<file path="config.mk">
export PLATFORM = sky130hd
export DESIGN_NAME = fracture_det_flat
export DESIGN_NICKNAME = d
export VERILOG_FILES = /design/src/rtl/fracture_pkg.sv /design/src/rtl/fracture_det_if.sv /design/src/rtl/fracture_mag.sv /design/src/rtl/fracture_det.sv /design/src/flat_wrapper.sv
export SDC_FILE = /design/constraint.sdc
export NUM_CORES = 1
export LEC_CHECK = 0
export CORE_ASPECT_RATIO = 1.75
export CORE_MARGIN = 8
export CORE_UTILIZATION = 40
export DETAILED_ROUTE_END_ITERATION = 6
export GPL_TIMING_DRIVEN = 1
export PLACE_DENSITY_LB_ADDON = 0.25
export SYNTH_ARGS = -nofsm -noshare
export SYNTH_HDL_FRONTEND = slang
export SYNTH_SLANG_ARGS = --single-unit
</file>
<file path="constraint.sdc">
create_clock -name clk_sys -period 6.7 [get_ports clk_sys]
set_clock_uncertainty 0.15 [all_clocks]
set_input_delay 2.01 -clock clk_sys [delete_from_list [all_inputs] [get_ports clk_sys]]
set_output_delay 2.01 -clock clk_sys [all_outputs]
set_load 0.1 [all_outputs]
</file>
<file path="src/rtl/fracture_pkg.sv">
// rtl/fracture_pkg.sv - shared types and widths for the fracture detector
package fracture_pkg;

  localparam int NCH   = 8;
  localparam int CH_W  = 3;
  localparam int RC_W  = 8;
  localparam int WIN_W = 16;

  typedef enum logic [1:0] {
    ST_IDLE  = 2'd0,
    ST_COUNT = 2'd1,
    ST_HOLD  = 2'd2
  } frac_state_t;

endpackage

</file>
<file path="src/rtl/fracture_det_if.sv">
// rtl/fracture_det_if.sv - time-multiplexed sample stream bundle
interface fracture_det_if;
  import fracture_pkg::*;

  logic                   smp_vld;
  logic [CH_W-1:0]        smp_ch;
  logic signed [15:0]     smp_data;

  modport master (output smp_vld, output smp_ch, output smp_data);
  modport slave  (input  smp_vld, input  smp_ch, input  smp_data);

endinterface

</file>
<file path="src/rtl/fracture_mag.sv">
// rtl/fracture_mag.sv - saturating magnitude and ring-threshold compare
module fracture_mag (
  input  logic signed [15:0] smp_data,
  input  logic [15:0]        cfg_ring_th,
  output logic               above
);

  logic [15:0] mag;

  // -32768 has no positive counterpart, so it clamps to 32767; any
  // threshold above 32767 can then never be reached.
  always_comb begin
    if (smp_data == 16'sh8000) begin
      mag = 16'h7FFF;
    end else if (smp_data[15]) begin
      mag = 16'(-smp_data);
    end else begin
      mag = smp_data;
    end
    above = (mag >= cfg_ring_th);
  end

endmodule

</file>
<file path="src/rtl/fracture_det.sv">
// rtl/fracture_det.sv - per-channel ring-count fracture detector with sticky status
module fracture_det
  import fracture_pkg::*;
#(
  parameter int RING_MIN = 4,
  parameter int WIN_LEN  = 1024
) (
  input  logic              clk_sys,
  input  logic              rst,
  fracture_det_if.slave     smp,
  input  logic [15:0]       cfg_ring_th,
  input  logic [NCH-1:0]    clr_fracture,
  output logic [NCH-1:0]    stu_fracture,
  output logic              frac_evt,
  output logic [CH_W-1:0]   frac_ch
);

  frac_state_t      st_q [NCH];
  logic [RC_W-1:0]  rc_q [NCH];
  logic [WIN_W-1:0] wc_q [NCH];
  logic [NCH-1:0]   prev_q;

  logic             above;
  logic             crossing;
  frac_state_t      cur_st, nxt_st;
  logic [RC_W-1:0]  cur_rc, nxt_rc, rc_inc;
  logic [WIN_W-1:0] cur_wc, nxt_wc, wc_inc;
  logic             declare;
  logic             decl_v;
  logic [NCH-1:0]   set_mask;

  fracture_mag u_mag (
    .smp_data    (smp.smp_data),
    .cfg_ring_th (cfg_ring_th),
    .above       (above)
  );

  // Only the addressed channel is read and rewritten each cycle, so a
  // back-to-back sample of the same channel sees the just-written state.
  always_comb begin
    cur_st   = st_q[smp.smp_ch];
    cur_rc   = rc_q[smp.smp_ch];
    cur_wc   = wc_q[smp.smp_ch];
    crossing = above & ~prev_q[smp.smp_ch];
    rc_inc   = (cur_rc == {RC_W{1'b1}}) ? cur_rc : cur_rc + 1'b1;
    wc_inc   = cur_wc + 1'b1;
    nxt_st   = cur_st;
    nxt_rc   = cur_rc;
    nxt_wc   = cur_wc;
    declare  = 1'b0;
    case (cur_st)
      ST_IDLE: begin
        if (crossing) begin
          nxt_rc = RC_W'(1);
          nxt_wc = '0;
          if (RING_MIN == 1) begin
            declare = 1'b1;
            nxt_st  = ST_HOLD;
          end else begin
            nxt_st  = ST_COUNT;
          end
        end
      end
      ST_COUNT: begin
        nxt_wc = wc_inc;
        if (crossing) nxt_rc = rc_inc;
        if (crossing && (rc_inc == RC_W'(RING_MIN))) begin
          declare = 1'b1;
          nxt_st  = ST_HOLD;
        end else if (wc_inc == WIN_W'(WIN_LEN - 1)) begin
          nxt_st = ST_IDLE;
          nxt_rc = '0;
        end
      end
      ST_HOLD: begin
        nxt_wc = wc_inc;
        if (wc_inc == WIN_W'(WIN_LEN - 1)) begin
          nxt_st = ST_IDLE;
          nxt_rc = '0;
        end
      end
      default: begin
        nxt_st = ST_IDLE;
        nxt_rc = '0;
        nxt_wc = '0;
      end
    endcase
    decl_v   = smp.smp_vld & declare;
    set_mask = decl_v ? ({{(NCH-1){1'b0}}, 1'b1} << smp.smp_ch) : '0;
  end

  always_ff @(posedge clk_sys) begin
    if (rst) begin
      for (int i = 0; i < NCH; i++) begin
        st_q[i] <= ST_IDLE;
        rc_q[i] <= '0;
        wc_q[i] <= '0;
      end
      prev_q       <= '0;
      stu_fracture <= '0;
      frac_evt     <= 1'b0;
      frac_ch      <= '0;
    end else begin
      // Set wins over a same-cycle clear of the same bit.
      stu_fracture <= (stu_fracture & ~clr_fracture) | set_mask;
      frac_evt     <= decl_v;
      if (decl_v) frac_ch <= smp.smp_ch;
      if (smp.smp_vld) begin
        st_q[smp.smp_ch]   <= nxt_st;
        rc_q[smp.smp_ch]   <= nxt_rc;
        wc_q[smp.smp_ch]   <= nxt_wc;
        prev_q[smp.smp_ch] <= above;
      end
    end
  end

endmodule

</file>
<file path="src/flat_wrapper.sv">
// flat-port wrapper written by rule: the top's interface ports become plain ports
module fracture_det_flat import fracture_pkg::*;
#(
  parameter int RING_MIN = 4,
  parameter int WIN_LEN  = 1024
)
  (clk_sys, rst, cfg_ring_th, clr_fracture, stu_fracture, frac_evt, frac_ch, smp_smp_vld, smp_smp_ch, smp_smp_data);
  fracture_det_if smp_i ();
  input  logic clk_sys;
  input  logic rst;
  input  logic [15:0] cfg_ring_th;
  input  logic [NCH-1:0] clr_fracture;
  output logic [NCH-1:0] stu_fracture;
  output logic frac_evt;
  output logic [CH_W-1:0] frac_ch;
  input wire logic [$bits(smp_i.smp_vld)-1:0] smp_smp_vld;
  input wire logic [$bits(smp_i.smp_ch)-1:0] smp_smp_ch;
  input wire logic [$bits(smp_i.smp_data)-1:0] smp_smp_data;
  assign smp_i.smp_vld = smp_smp_vld;
  assign smp_i.smp_ch = smp_smp_ch;
  assign smp_i.smp_data = smp_smp_data;
  fracture_det #(.RING_MIN(RING_MIN), .WIN_LEN(WIN_LEN)) u_core (.clk_sys(clk_sys), .rst(rst), .smp(smp_i), .cfg_ring_th(cfg_ring_th), .clr_fracture(clr_fracture), .stu_fracture(stu_fracture), .frac_evt(frac_evt), .frac_ch(frac_ch));
endmodule
</file>
; After elaboration in Yosys (flattened, before gate mapping)
; Memory sizes are Yosys's and may differ from the RTL's.
; Index checks and enable logic that the tools add are counted.
[word_totals]
n_memories = 3
regBits = 20
output_inout_bits = 12
mem_bits_rw = 208
inputBits = 46
wordCells = 70
[memory_table]
columns = name, words, word_bits, read_ports, rd_ports_with_merged_regs, wr, line
row1 = u_core.wc_q, 8, 16, 1, 0, 8, fracture_det.sv:20  ; logic [WIN_W-1:0] wc_q [NCH];
row2 = u_core.rc_q, 8, 8, 1, 0, 8, fracture_det.sv:19  ; logic [RC_W-1:0] rc_q [NCH];
row3 = u_core.st_q, 8, 2, 1, 0, 8, fracture_det.sv:18  ; frac_state_t st_q [NCH];
[classes]
n_addsub = 3
muxes = 37
n_reduce_logical = 7
n_eq_ne = 6
n_bitwise = 6
order_cmp = 3
shift = 1
[ops]
columns = cell, n
row1 = $mux W16, 4
row2 = $mux W8, 8
row3 = $pmux W16 S2, 1
row4 = $pmux W8 S3, 1
row5 = $add A16 B1 Y16 const B, 1
row6 = $eq A16 B10 Y1 const B, 1
row7 = $eq A16 B16 Y1 const B, 1
row8 = $ge A16 B16 Y1, 1
row9 = $neg A16 Y16, 1
row10 = $reduce_or A16 Y1, 1
row11 = $mux W1, 12
row12 = $mux W3, 3
row13 = $add A8 B1 Y8 const B, 1
row14 = $and A8 B8 Y8, 1
row15 = $bwmux W8, 1
row16 = $eq A8 B3 Y1 const B, 1
row17 = $eq A8 B8 Y1 const B, 1
row18 = $mux W2, 4
row19 = $not A8 Y8, 1
row20 = $or A8 B8 Y8, 1
row21 = $reduce_or A8 Y1, 1
row22 = $shl A1 B3 Y8 const A, 1
row23 = $pmux W2 S3, 1
row24 = $lt A3 B4 Y1 const B, 1
row25 = 10 further kinds, 13

; Longest topological paths before layout
; Gate-level depths: netlist of run 1.
[logic_depth]
word_depth = 11
mapped_depth = 21
mapped_depth_nobuf = 19

; Modules after synthesis
; From an unflattened synthesis of run 1, not the netlist that was laid out.
[unflattened]
cells_unflattened = 1042
area_unflattened_um2 = 12014.0
[by_module_without_submodules]
columns = mod, cells_each, seq_area_each_um2, area_each_um2, instances
row1 = fracture_det, 930, 6646.4, 11247.0, 1
row2 = fracture_mag, 112, 0.0, 767.0, 1

; Worst setup path before layout of run 1
; Ideal clock, no wire load.
[synth_timing]
path_kind = in2reg
from = in smp_smp_data[1]
to = mem u_core.wc_q[0][5], data pin
t_arrival_ps = 6214
setup_time_ps = 141
n_path_buf = 3
slack_ps = 195
stages = 21
required_time_ps = 6409
path_cell_list = inv_1 > ha_1 > nand2b_1 > or4_1 > nand2b_1 > or3_1 > clkbuf_1 > nand2_1 > ha_1 > a21o_1 > a21o_1 > a211o_1 > a221oi_1 > o21ai_0 > nand2_1 > and2_1 > clkbuf_1 > a22oi_1 > or2_2 > clkbuf_1 > nor2_1
[synth_lines]
columns = element, line
row1 = start: declaration, flat_wrapper.sv:18  ; input wire logic [$bits(smp_i.smp_data)-1:0] smp_smp_data;
row2 = end: declaration, fracture_det.sv:20

==> flow_summary.ini, run 1 <==
[outcome]
status = complete, no violations

[critical_path]
cp_data_arrival_time_ps = 6460
critPathMaxFanout = 8
worstSetupPathType = input port to register
crit_chain = clkdlybuf4s50_1 -> or3_1 -> or4_1 -> or3b_2 -> o31ai_1 -> xor2_1 -> nand2_1 -> ha_1 -> and4_1 -> o211ai_1 -> o21ai_1 -> nand2_1 -> buf_4 -> a21oi_1 -> o21ai_2 -> buf_12 -> a21oi_2 -> nor3_1
crit_required_ps = 6810
crit_family = simple AND/OR/NAND/NOR gates
max_stage_delay_ps = 530
critPathBufInv = 3
cp_common_cell = nand2_1
startpoint_type = input port
slowest_stage = or3b_2
critPathCaptureType = register

[grt]
grt_pass1_wl_um = 55000
grt_antenna_before_repair = 0
grt_max_degree = 28
grt_pass1_vias = 9506
grt_usage_pct = 20.1
grt_overflow = 0

[logic_synthesis]
synth_top_area_share_pct = 52.2
yosys.cell_count.top_type = edfxtp_1
synth_edf_count = 208
synth-seq-cells = 228
ys_warn_count = 0
syn_avg_cell_area_um2 = 11.2
seq_area_frac_synth_pct = 55.6
syn-num-nets = 1140
syn_area_um2 = 12000
synth_area_leaders = edfxtp_1 (52%), nor2_1 (5.9%), dfxtp_1 (3.3%), mux4_2 (3.2%), mux2i_1 (2.8%)
async_flop_share_pct = 0
synthFlopType = edfxtp_1
ys_types = 78
yosysTopAreaCell = edfxtp_1
syn_inst = 1070
yosys-top-cells-count = edfxtp_1 (208), nor2_1 (188), nand2_1 (63)

[floorplan]
die_area_um2 = 35900
die_h_um = 245
coreArea_um2 = 29700
ios = 58
start_util_pct = 40.2
rows = 84
die_w_um = 147

[placed_design]
io_buffers = 57
place_ws_ps = -397
gp_congestion = 0.944
dp_hpwl_um = 24900

[drt]
vias_per_cell = 5.66
wirelength_um = 36400
antenna_left = 0
vias = 9014
drc = 0
firstDrtPassIters = 5
wl_per_cell_um = 22.8
drt-initial-drc-count = 625

[sta]
finalMaxSlewViolations = 0
fin_crit_sh_pct = 94.8
fin_ws_ps = 345
fmax_mhz = 157
hold_ws_ps = 309
hold_viol_final = 0
relSlewSlack_pct = 28.2
setup_viol = 0
tightestPinTransition_ps = 1070
min_period_ps = 6350
rsz0062_at_grt = false

[final_layout]
utilization_pct = 48.0
diodes = 0
layout.nets = 1261
drive_gt1_share_pct = 18.2
syn_to_final_growth_pct = 19.3

[power_and_ir_drop]
combPwrFrac_pct = 18.5
finalPower_uw = 3460
net-switching-power_uw = 933
p_seq_share_pct = 47.0
clock_power_share_pct = 34.4
swShare_pct = 27.0
max-vdd-ir-drop_v = 0.000154
powerDensity_nw_per_um2 = 243
leakage_uw = 0.00538
p_int_uw = 2530

[clock_tree]
cts_setup_buffers = 0
numCtsBuffers = 21
cts.path.max_buffers = 3
cts.sinks = 228
root_buffer = clkbuf_16
cts_tree = yes
h-tree-depth = 1
clock_latency_ps = 520
cts.clk_slew.worst_paths_ps = 70

[min_path]
min_path_type = register to register

[run]
cap_violations = 0
## state kept, by name (all words and copies together) (netlist names)
register / flops
u_core.stu_fracture: 8
u_core.prev_q: 8
u_core.st_q: 16
u_core.frac_evt: 1
u_core.rc_q: 64
u_core.wc_q: 128
u_core.frac_ch: 3
## final cells by class
class,count,area (um2)
Fill cell,2725,15500
Sequential cell,228,6650
Multi-Input combinational cell,736,4900
Timing Repair Buffer,163,1420
Clock buffer,28,562
Tap cell,387,484
Inverter,41,154
Clock inverter,10,101
## tightest hold or removal path, cell delays in order (launching register included)
cell and delay [ps]:
dfxtp_1 310, nand2_1 50, a21oi_1 50
## routing by layer
metal  GRT usage, %  up-vias  wire length, um
li1               -     4180                -
met1           19.1     4488            12400
met2           40.4      248            20800
met3           1.84       98             1130
met4           11.8        0             1970
met5              0        -                0
## worst paths after layout
path | to | depth (start not counted) | start | slack [ps]
max | u_core.rc_q[3][4]$_SDFFCE_PN0P_ | 18 | smp_smp_data[1] | 350
min reg2reg | u_core.frac_ch[0]$_SDFFE_PP0P_ | 2 | u_core.frac_ch[0]$_SDFFE_PP0P_ | 310
min | u_core.frac_ch[0]$_SDFFE_PP0P_ | 2 | u_core.frac_ch[0]$_SDFFE_PP0P_ | 310
max reg2reg | u_core.rc_q[0][2]$_SDFFCE_PN0P_ | 13 | u_core.wc_q[1][5]$_SDFFCE_PN0P_ | 2580
## metrics by stage
stage	cells	cell area, um2	setup TNS [ps]
finish	1593	14300	0
global route	1593	14300	0
CTS	1593	14200	0
detailed placement	1555	13600	-55740
global placement	1555	13600	-52510
floorplan	1070	12000	0
## cell families (layout without fill, tap and decap cells)
logic type | count (synthesis) | in the layout | synth area share, %
AND/OR/NAND/NOR | 431 | 431 | 17.1
flip-flops | 228 | 228 | 55.6
AO/OA/AOI/OAI | 180 | 180 | 10.8
buffers and inverters | 106 | 242 | 3.73
multiplexers | 79 | 79 | 8.69
adder cells (fa/ha/maj) | 24 | 24 | 2.51
XOR/XNOR | 22 | 22 | 1.61
## power groups by stage
stage	sequential [uW]	combinational, uW	clock, uW
floorplan	1650	374	0
global placement	1660	632	0
detailed placement	1660	636	0
CTS	1630	639	1200
global route	1630	695	1250
finish	1630	642	1190
## cells in the final DEF, fill, tap and decap left out, drive strengths merged, types with 8 or more instances in the layout
cell / instances
mux4: 17
and2: 9
nor3: 62
inv: 41
a21oi: 43
ha: 24
xnor2: 8
o21ai: 13
nand2: 63
xor2: 14
clkbuf: 28
nor2: 188
or2: 19
edfxtp: 208
clkdlybuf4s50: 55
mux2i: 33
nand3: 17
nand2b: 11
dfxtp: 20
nor2b: 17
buf: 108
a22oi: 14
o22ai: 24
mux2: 29
a21o: 16
## repair_timing
item                       in CTS  in global routing
setup endpoints to repair       0                177
hold buffers                    0                  0
gates resized for setup         0                  6
Power figures use the tool's default switching activity.
==> inputs of run 2 (changes only) <==
--- a/config.mk
+++ b/config.mk
@@ -11,6 +11,7 @@
 export DETAILED_ROUTE_END_ITERATION = 6
 export GPL_TIMING_DRIVEN = 1
 export PLACE_DENSITY_LB_ADDON = 0.25
+export SKIP_CTS_REPAIR_TIMING = 1
 export SYNTH_ARGS = -nofsm -noshare
 export SYNTH_HDL_FRONTEND = slang
 export SYNTH_SLANG_ARGS = --single-unit
==> results of run 2 <==
Same layout as run 1: the final DEF is identical, and so are final timing and power.
